<file path="config.mk">
export PLATFORM = sky130hd
export DESIGN_NAME = alarm_trigger_flat
export DESIGN_NICKNAME = d
export VERILOG_FILES = /design/src/rtl/alarm_trigger_if.sv /design/src/rtl/alarm_trigger.sv /design/src/flat_wrapper.sv
export SDC_FILE = /design/constraint.sdc
export NUM_CORES = 1
export LEC_CHECK = 0
export CAP_MARGIN = 20
export CORE_ASPECT_RATIO = 2
export CORE_MARGIN = 2
export CORE_UTILIZATION = 46
export CTS_CLUSTER_DIAMETER = 120
export DETAILED_ROUTE_END_ITERATION = 8
export PLACE_DENSITY_LB_ADDON = 0.12
export SLEW_MARGIN = 30
export SYNTH_ARGS = -nofsm -noshare
export SYNTH_HDL_FRONTEND = slang
export SYNTH_SLANG_ARGS = --single-unit
</file>
<file path="constraint.sdc">
create_clock -name clk_1hz -period 3.2 [get_ports clk_1hz]
set_input_delay 0.32 -clock clk_1hz [delete_from_list [all_inputs] [get_ports clk_1hz]]
set_output_delay 0.32 -clock clk_1hz [all_outputs]
set_load 0.03 [all_outputs]
</file>
<file path="src/rtl/alarm_trigger_if.sv">
// ---------------------------------------------------------------------------
// alarm_trigger_if
//
// Purpose: bundles the signals between the alarm-setting block, the
// timekeeping counter and the buzzer/LED side of alarm_trigger.
//
// Signal contract: there is no valid/ready handshake on this bus. Every
// input is a level that the trigger samples on each clk_1hz rising edge.
// Every output is a level that is valid from just after that edge until
// the next one.
//
// Signals:
//   cur_h, cur_m      current time from the timekeeping counter (6 bits each)
//   alarm_h, alarm_m  alarm time from the alarm-setting block (6 bits each)
//   alarm_en          alarm armed
//   snooze, stop      user requests, level sampled
//   buzzer            high while ringing
//   snoozing          high while a snooze interval runs
//   snooze_cnt        snoozes used in the current alarm event
//   state             FSM state (00 IDLE, 01 RINGING, 10 SNOOZED, 11 DONE)
//   ring_cnt          debug view of the ring-length counter
//   snz_timer         debug view of the snooze countdown
//
// Modports:
//   master  drives the time, alarm and request inputs (environment / bench)
//   slave   the alarm_trigger block itself
// ---------------------------------------------------------------------------
interface alarm_trigger_if;
    logic [5:0] cur_h;
    logic [5:0] cur_m;
    logic [5:0] alarm_h;
    logic [5:0] alarm_m;
    logic       alarm_en;
    logic       snooze;
    logic       stop;
    logic       buzzer;
    logic       snoozing;
    logic [3:0] snooze_cnt;
    logic [1:0] state;
    logic [6:0] ring_cnt;
    logic [9:0] snz_timer;

    modport master (
        output cur_h, cur_m, alarm_h, alarm_m, alarm_en, snooze, stop,
        input  buzzer, snoozing, snooze_cnt, state, ring_cnt, snz_timer
    );

    modport slave (
        input  cur_h, cur_m, alarm_h, alarm_m, alarm_en, snooze, stop,
        output buzzer, snoozing, snooze_cnt, state, ring_cnt, snz_timer
    );
endinterface

</file>
<file path="src/rtl/alarm_trigger.sv">
// ---------------------------------------------------------------------------
// alarm_trigger
//
// Purpose: compares the running time with the programmed alarm time and
// sounds the buzzer on a match. The user can snooze a bounded number of
// times or stop the alarm. Ringing also stops by itself after RING_SECONDS.
// Everything runs on the 1 Hz tick.
//
// Ports:
//   clk_1hz  1 Hz clock, rising edge
//   rst      asynchronous, active-high reset
//   bus      alarm_trigger_if.slave (inputs: time, alarm, enable, requests;
//            outputs: buzzer, snoozing, snooze_cnt, state, debug counters)
//
// Parameters:
//   RING_SECONDS    ticks the buzzer sounds before it stops itself (1..127)
//   SNOOZE_SECONDS  snooze interval in ticks (1..1023)
//   MAX_SNOOZE      snoozes allowed per alarm event (0..15)
// ---------------------------------------------------------------------------
module alarm_trigger #(
    parameter int RING_SECONDS   = 60,
    parameter int SNOOZE_SECONDS = 300,
    parameter int MAX_SNOOZE     = 3
) (
    input  logic                  clk_1hz,
    input  logic                  rst,
    alarm_trigger_if.slave        bus
);

    typedef enum logic [1:0] {
        IDLE    = 2'b00,
        RINGING = 2'b01,
        SNOOZED = 2'b10,
        DONE    = 2'b11
    } state_t;

    localparam logic [6:0] RING_LAST  = 7'(RING_SECONDS - 1);
    localparam logic [9:0] SNZ_RELOAD = 10'(SNOOZE_SECONDS - 1);
    localparam logic [3:0] SNZ_MAX    = 4'(MAX_SNOOZE);

    state_t     state_q;
    logic [6:0] ring_cnt_q;
    logic [9:0] snz_timer_q;
    logic [3:0] snooze_cnt_q;
    logic       match;

    // Full-width compares: an out-of-range alarm value simply never matches.
    assign match = (bus.cur_h == bus.alarm_h) && (bus.cur_m == bus.alarm_m);

    // Single FSM. Priority on each edge: disable, then stop, then snooze,
    // then timeout / timer expiry. Each counter leaves its state at its
    // terminal value, so no counter ever wraps.
    always_ff @(posedge clk_1hz or posedge rst) begin
        if (rst) begin
            state_q      <= IDLE;
            ring_cnt_q   <= '0;
            snz_timer_q  <= '0;
            snooze_cnt_q <= '0;
        end else if (!bus.alarm_en) begin
            // Disarming cancels any alarm event, whatever the state.
            state_q      <= IDLE;
            ring_cnt_q   <= '0;
            snz_timer_q  <= '0;
            snooze_cnt_q <= '0;
        end else begin
            case (state_q)
                IDLE: begin
                    snooze_cnt_q <= '0;
                    if (match) begin
                        state_q    <= RINGING;
                        ring_cnt_q <= '0;
                    end
                end

                RINGING: begin
                    if (bus.stop) begin
                        state_q <= DONE;
                    end else if (bus.snooze && (snooze_cnt_q < SNZ_MAX)) begin
                        state_q      <= SNOOZED;
                        snz_timer_q  <= SNZ_RELOAD;
                        snooze_cnt_q <= snooze_cnt_q + 4'd1;
                    end else if (ring_cnt_q == RING_LAST) begin
                        // A snooze over the limit falls through to here, so
                        // the buzzer keeps going until the normal timeout.
                        state_q <= DONE;
                    end else begin
                        ring_cnt_q <= ring_cnt_q + 7'd1;
                    end
                end

                SNOOZED: begin
                    // The snooze input has no effect here. Expiry re-rings
                    // even after the alarm minute has passed.
                    if (bus.stop) begin
                        state_q <= DONE;
                    end else if (snz_timer_q == 10'd0) begin
                        state_q    <= RINGING;
                        ring_cnt_q <= '0;
                    end else begin
                        snz_timer_q <= snz_timer_q - 10'd1;
                    end
                end

                DONE: begin
                    // Hold until the alarm minute rolls over, so the same
                    // minute cannot retrigger.
                    if (!match) begin
                        state_q      <= IDLE;
                        snooze_cnt_q <= '0;
                    end
                end

                default: begin
                    state_q <= IDLE;
                end
            endcase
        end
    end

    // Outputs are decoded straight from the state register, so they change
    // on the same edge as the transition.
    assign bus.buzzer     = (state_q == RINGING);
    assign bus.snoozing   = (state_q == SNOOZED);
    assign bus.state      = state_q;
    assign bus.snooze_cnt = snooze_cnt_q;
    assign bus.ring_cnt   = ring_cnt_q;
    assign bus.snz_timer  = snz_timer_q;

endmodule

</file>
<file path="src/flat_wrapper.sv">
// flat-port wrapper written by rule: the top's interface ports become plain ports
module alarm_trigger_flat 
#(
    parameter int RING_SECONDS   = 60,
    parameter int SNOOZE_SECONDS = 300,
    parameter int MAX_SNOOZE     = 3
)
  (clk_1hz, rst, bus_cur_h, bus_cur_m, bus_alarm_h, bus_alarm_m, bus_alarm_en, bus_snooze, bus_stop, bus_buzzer, bus_snoozing, bus_snooze_cnt, bus_state, bus_ring_cnt, bus_snz_timer);
  alarm_trigger_if bus_i ();
  input  logic clk_1hz;
  input  logic rst;
  input wire logic [$bits(bus_i.cur_h)-1:0] bus_cur_h;
  input wire logic [$bits(bus_i.cur_m)-1:0] bus_cur_m;
  input wire logic [$bits(bus_i.alarm_h)-1:0] bus_alarm_h;
  input wire logic [$bits(bus_i.alarm_m)-1:0] bus_alarm_m;
  input wire logic [$bits(bus_i.alarm_en)-1:0] bus_alarm_en;
  input wire logic [$bits(bus_i.snooze)-1:0] bus_snooze;
  input wire logic [$bits(bus_i.stop)-1:0] bus_stop;
  output wire logic [$bits(bus_i.buzzer)-1:0] bus_buzzer;
  output wire logic [$bits(bus_i.snoozing)-1:0] bus_snoozing;
  output wire logic [$bits(bus_i.snooze_cnt)-1:0] bus_snooze_cnt;
  output wire logic [$bits(bus_i.state)-1:0] bus_state;
  output wire logic [$bits(bus_i.ring_cnt)-1:0] bus_ring_cnt;
  output wire logic [$bits(bus_i.snz_timer)-1:0] bus_snz_timer;
  assign bus_i.cur_h = bus_cur_h;
  assign bus_i.cur_m = bus_cur_m;
  assign bus_i.alarm_h = bus_alarm_h;
  assign bus_i.alarm_m = bus_alarm_m;
  assign bus_i.alarm_en = bus_alarm_en;
  assign bus_i.snooze = bus_snooze;
  assign bus_i.stop = bus_stop;
  assign bus_buzzer = bus_i.buzzer;
  assign bus_snoozing = bus_i.snoozing;
  assign bus_snooze_cnt = bus_i.snooze_cnt;
  assign bus_state = bus_i.state;
  assign bus_ring_cnt = bus_i.ring_cnt;
  assign bus_snz_timer = bus_i.snz_timer;
  alarm_trigger #(.RING_SECONDS(RING_SECONDS), .SNOOZE_SECONDS(SNOOZE_SECONDS), .MAX_SNOOZE(MAX_SNOOZE)) u_core (.clk_1hz(clk_1hz), .rst(rst), .bus(bus_i));
endmodule
</file>
==> metrics.csv, run 1 <==
metric,value,unit
die width,46.71,µm
maxcap violations,0,
Bufs and invs on worst path,1,
#FFs+latches synth,23,
min-delay worst type,primary input to asynchronous set/reset pin,
RSZ-0062 raised after global routing,false,
Port Buffers,53,
"area leader, netlist",dfrtp_1,
post-CTS resize count,0,
RR Startpoint,u_core.bus.snz_timer[0],
WL final,4378,µm
Total GRT Usage,0.2318,
DR WL/cell,15.31,µm
final hold viol count,0,
CP startpoint kind,register,
FF-to-FF setup slack,0.68,ns
FP Rows,31,
drt first-iter violations,41,
crit-path cells,"inv_1, ha_1, or4b_4, or4_4, a21oi_2, o211ai_2, o41ai_2",
IO Count,54,
Placed Area,2262,µm²
final worst path period share,0.7882,
Synthesized Nets,219,
Pleak,0.9543,nW
final setup vio count,0,
most frequent cells in the layout,"clkdlybuf4s50_1, dfrtp_1, nor2_1, xnor2_1, o21ai_0",
"Slowest-stage cell, CP",or4b_4,
Inserted Clock Buffers,3,
CTS tree,yes,
post-synth top area share,0.3430,
DR vias/cell,5.783,
GPL Wtd Cong,0.8488,
"Primary FF master, synth",dfrtp_1,
cts hold-fix bufs,0,
drt first pass iters,4,
dpl hpwl,3523,µm
H-tree lvl count,1,
Cell variety after synth,48,
n_diodes,0,
grt total ovfl,0,
crit path capture type,register,
core area,3568,µm²
final max-slew violation count,0,
post-synthesis async set-or-reset flop share,1.000,
Post-synth EDFFs,0,
Bufs on Longest Clock Path,2,
Post-Syn Area,1678,µm²
root buf cell,clkbuf_8,
CP peak stage delay,0.53,ns
cell types occupying the most area after synthesis,"dfrtp_1, xnor2_1, ha_1",
crit path DAT,2.69,ns
total power,0.001068,W
status,"finished, final reports clean",
vias in the first global route,1689,
initial antenna violation count,0,
post-route ant nets,0,
P&R area growth vs syn,37.73,%
post-CTS setup buffer count,0,
critical setup path kind,register to register,
Skew-Pair Late Insertion Delay,0.27,ns
Slew Limit Headroom,0.6557,
Vert. Die Dim,89.41,µm
Pwr Density,462.0,nW/µm²
die outline area,4176,µm²
Clock Skew,0.006952,ns
FMAX,396.5,MHz
actual slew at the worst max-slew pin,0.5164,ns
Final Cell Area,2311,µm²
largest net degree at the start of global routing,24,
layout net count,274,
Remaining DRCs,0,
mean instance size in the synthesized netlist,9.169,µm²
via count,1654,
part of the Yosys area used for sequential elements,0.3430,
layout cells sized above 1,0.08017,
Clock Sinks,23,
"commonest non-fill, non-tap cell in the layout",clkdlybuf4s50_1,
first-pass GRT wire length,7203,µm
Tmin final,2.522,ns
synthesized instance count,183,
Yosys warnings,0,
starting density of the core,0.4702,
Crit path required time,3.37,ns
TNS Setup,0,ns
clk slew on worst S/H paths,0.09,ns
CP max FO,8,
worst r2r dst,u_core.bus.ring_cnt[6],
Worst path top cell family by delay,simple AND/OR/NAND/NOR gates,
FF-to-FF path depth,7,
worst ir drop on vdd,0.3104,mV
flip-flops by register name, summed over array words and instances, names as in the netlist:
signal and cells:
u_core.bus.state 2, u_core.bus.snooze_cnt 4, u_core.bus.snz_timer 10, u_core.bus.ring_cnt 7
final cells by class:
type                    instances  area [µm²]
clock buffers                   3       41.29
clock inverters                 1       7.507
fillers                       321        1257
inverters                       8       30.03
multi-input cells             146        1042
flip-flops and latches         23       575.6
well taps                      49       61.31
repair buffers                 56       553.0
worst max-delay path by stage:
stage | start | to | cells after the start
final | u_core.bus.snz_timer[0] | u_core.bus.ring_cnt[6] | 7
after global routing | u_core.bus.snz_timer[0] | u_core.bus.ring_cnt[6] | 7
after CTS | u_core.bus.snz_timer[0] | u_core.bus.ring_cnt[6] | 7
after detailed placement | u_core.bus.snz_timer[0] | u_core.bus.ring_cnt[6] | 7
after global placement | u_core.bus.snz_timer[0] | u_core.bus.ring_cnt[6] | 7
after floorplan | u_core.bus.snz_timer[0] | u_core.bus.ring_cnt[6] | 8
per-stage QoR:
step | utilization | setup WS, ns | hold slack (ns) | cells
finish | 0.6476 | 0.6776 | 0.3851 | 286
global route | 0.6476 | 0.5370 | 0.4293 | 286
floorplan | - | 0.7126 | 0.3219 | 183
detailed placement | 0.6339 | 0.7174 | 0.5144 | 282
CTS | 0.6476 | 0.6805 | 0.5241 | 286
global placement | 0.6339 | 0.8102 | 0.4867 | 282
where the power goes:
part | total [W] | switching, W | internal, W | leakage, nW
Combinational | 0.000528 | 0.000298 | 0.000230 | 0.612
Clock | 0.000190 | 0.000102 | 0.0000882 | 0.0217
Sequential | 0.000349 | 0.0000354 | 0.000314 | 0.321
kinds of logic (layout without fill, tap and decap cells):
family | Yosys count | in the layout | synth area share
and+or+nand+nor | 67 | 67 | 0.2289
AOI/OAI and AO/OA | 57 | 57 | 0.2580
DFF | 23 | 23 | 0.3430
buffers and inverters | 14 | 68 | 0.03580
xor gates and xnor gates | 12 | 12 | 0.06264
adders and majority gates | 7 | 7 | 0.05220
muxes | 3 | 3 | 0.01939
cell usage after synthesis (2+ instances only):
library cell  number
nor2_1            16
o21a_1             4
o41ai_2            2
or3_1              5
dfrtp_1           23
a21boi_0           5
xnor2_1           12
a21oi_1            5
nand2b_1           5
nor4_1             4
and3_1             3
clkbuf_1           5
nor3_1             3
a311oi_1           3
a211oi_1           3
o31ai_1           10
nand4_1            4
a31oi_1            2
o211a_1            2
inv_1              7
nor2b_1            2
nand2_1            8
ha_1               7
mux2_2             2
and2_1             3
and4_1             3
nand3_1            4
o21ai_0           11
routing by layer:
metal / wire [µm] / vias up / track usage
met5: 0 / - / 0
met4: 82 / 0 / 0.08333
met3: 166 / 10 / 0.02626
met2: 2602 / 52 / 0.4609
met1: 1527 / 794 / 0.2258
li1: - / 798 / -
Power figures use the tool's default switching activity.
==> inputs of run 2 (changes only) <==
==> constraint.sdc (replaced) <==
create_clock -name clk_1hz -period 2.65 [get_ports clk_1hz]
set_input_delay 0.265 -clock clk_1hz [delete_from_list [all_inputs] [get_ports clk_1hz]]
set_output_delay 0.265 -clock clk_1hz [all_outputs]
set_load 0.03 [all_outputs]
==> run 2 against run 1 <==
Worst setup slack worse by 0.53 ns. Via count rose by 2.1%. Clock-buffer cell count unchanged. Sequential power increased by 21%. Combinational power rose by 21%. Maximum frequency grew 0.89%. Non-clock buffer count is 1 higher. Sequential share of layout area fell by 0.081 points. Critical path type unchanged.
==> metrics.csv, run 2 (same netlist as run 1, synthesis figures left out) <==
metric,value,unit,change
status,"finished, final reports clean",,
"commonest non-fill, non-tap cell in the layout",clkdlybuf4s50_1,,
final setup vio count,0,,unchanged
CP peak stage delay,0.53,ns,about the same
via count,1688,,+2.1%
grt met1 use,0.2305,,+0.004636
worst ir drop on vdd,0.2988,mV,-3.7%
switching power,0.0005245,W,+21%
largest net degree at the start of global routing,24,,unchanged
Comb pwr share,0.496,,about the same
"Slowest-stage cell, CP",or4b_4,,
H-tree lvl count,1,,unchanged
drt first-iter violations,15,,-63%
Inserted Clock Buffers,3,,unchanged
P&R area growth vs syn,38.18,%,
final core occ,0.6497,,+0.002103
GPL Wtd Cong,0.8577,,+1.0%
post-CTS resize count,0,,unchanged
n_diodes,0,,unchanged
final worst path period share,0.9435,,+0.1552
die width,46.71,µm,unchanged
drt first pass iters,4,,unchanged
met2 Use GR,0.4760,,+0.01515
clk slew on worst S/H paths,0.09,ns,about the same
post-CTS setup buffer count,0,,unchanged
starting density of the core,0.4702,,unchanged
total placed cells including tap cells,283,,+0.35%
Crit path required time,2.79,ns,-0.58 ns
crit path capture type,register,,
layout cells sized above 1,0.08403,,+0.003865
DR WL/cell,15.66,µm,+2.3%
Slew Limit Headroom,0.6437,,-0.01205
dpl hpwl,3633,µm,+3.1%
die outline area,4176,µm²,unchanged
total power,0.001289,W,+21%
vias in the first global route,1768,,+4.7%
Total GRT Usage,0.2391,,+0.007298
core area,3568,µm²,unchanged
CP startpoint kind,register,,
Fillers,333,,+3.7%
Pwr Density,556.1,nW/µm²,+20%
most frequent cells in the layout,"clkdlybuf4s50_1, dfrtp_1, nor2_1, xnor2_1, o21ai_0",,
Post-Layout Cell Count,287,,+0.35%
first-pass GRT wire length,7472,µm,+3.7%
DR vias/cell,5.882,,+1.7%
sw frac,0.4068,,-0.0008147
clock power share,0.177,,about the same
Clock Sinks,23,,unchanged
actual slew at the worst max-slew pin,0.5345,ns,+0.01808 ns
GRT Max-Usage Layer,met2,,
Clock Skew,0.002416,ns,-0.004536 ns
FP Rows,31,,unchanged
Skew-Pair Late Insertion Delay,0.27,ns,about the same
post-route ant nets,0,,unchanged
layout net count,275,,+0.36%
maxcap violations,0,,unchanged
root buf cell,clkbuf_8,,
Hold WS,0.3294,ns,-0.05571 ns
final hold viol count,0,,unchanged
Bufs on Longest Clock Path,2,,unchanged
min-delay worst type,primary input to asynchronous set/reset pin,,
Port Buffers,53,,unchanged
Worst path top cell family by delay,compound AO/OA/AOI/OAI gates,,
final max-slew violation count,0,,unchanged
CTS tree,yes,,
Bufs and invs on worst path,2,,+1
WL final,4493,µm,+2.6%
initial antenna violation count,0,,unchanged
IO Count,54,,unchanged
cell-internal power,0.0007649,W,+21%
Pleak,0.9591,nW,+0.50%
TNS Setup,0,ns,unchanged
critical setup path kind,register to register,,
Remaining DRCs,0,,unchanged
cts hold-fix bufs,0,,unchanged
CP max FO,8,,unchanged
grt total ovfl,0,,unchanged
crit path DAT,2.64,ns,-0.05 ns
GRT met3 Usage,0.02020,,-0.006061
Tmin final,2.500,ns,-0.02223 ns
FMAX,400.0,MHz,+0.89%
RSZ-0062 raised after global routing,false,,
register share of total power,0.327,,about the same
Vert. Die Dim,89.41,µm,unchanged
crit-path cells,"inv_1, ha_1, or4b_4, o41ai_2, o31ai_1, buf_4, o31ai_1, o41ai_2",,
Largest register FFs,10,,unchanged
==> run 2: worst paths after layout <==
| check | startpoint | endpoint | slack [ns] | cells past startpoint |
|---|---|---|---|---|
| max | u_core.bus.snz_timer[0] | u_core.bus.ring_cnt[6] | 0.15 | 8 |
| min | rst | u_core.bus.snooze_cnt[0] | 0.33 | 2 |
| max reg2reg | u_core.bus.snz_timer[0] | u_core.bus.ring_cnt[6] | 0.15 | 8 |
| min reg2reg | u_core.bus.snooze_cnt[3] | u_core.bus.snooze_cnt[3] | 0.52 | 1 |
| max in group asynchronous | rst | u_core.bus.snz_timer[1] | 1.99 | 2 |
| min in group clk_1hz | u_core.bus.snooze_cnt[3] | u_core.bus.snooze_cnt[3] | 0.52 | 1 |
==> run 2: power groups by stage <==
stage / clock network [W] / registers, W / logic, W
after floorplan: 0 / 0.000478 / 0.000396
after global placement: 0 / 0.000426 / 0.000619
after detailed placement: 0 / 0.000428 / 0.000636
after CTS: 0.000235 / 0.000421 / 0.000642
after global routing: 0.000251 / 0.000428 / 0.000702
final: 0.000228 / 0.000421 / 0.000640
==> run 2: final cells by class <==
type                            instances  area [µm²]  share of cell area
Sequential cell                        23       575.6              0.2482
Inverter                                8       30.03             0.01295
Tap cell                               49       61.31             0.02644
Multi-Input combinational cell        146        1042              0.4495
Timing Repair Buffer                   57       560.5              0.2418
Clock inverter                          1       7.507            0.003238
Clock buffer                            3       41.29             0.01781
==> run 2: stage by stage <==
| step | setup slack [ns] | cell area [µm²] |
|---|---|---|
| 2_1_floorplan | 0.1626 | 1678 |
| 3_3_place_gp | 0.2582 | 2270 |
| 3_5_place_dp | 0.1981 | 2270 |
| 4_1_cts | 0.1684 | 2318 |
| 5_1_grt | 0.01433 | 2318 |
| 6_report | 0.1498 | 2318 |
==> run 2: per-layer routing <==
metal / share of wire / vias up
met1: 0.34 / 825
met5: 0 / -
met3: 0.030 / 10
met4: 0.024 / 0
li1: - / 803
met2: 0.60 / 50
==> run 2: worst register-to-register path, delay by kind of cell, from the launching register on <==
family,cells,cell delay (ns)
compound gates,4,0.97
fa+ha+maj,1,0.18
buf+inv,2,0.26
flops,1,0.43
simple gates,1,0.53
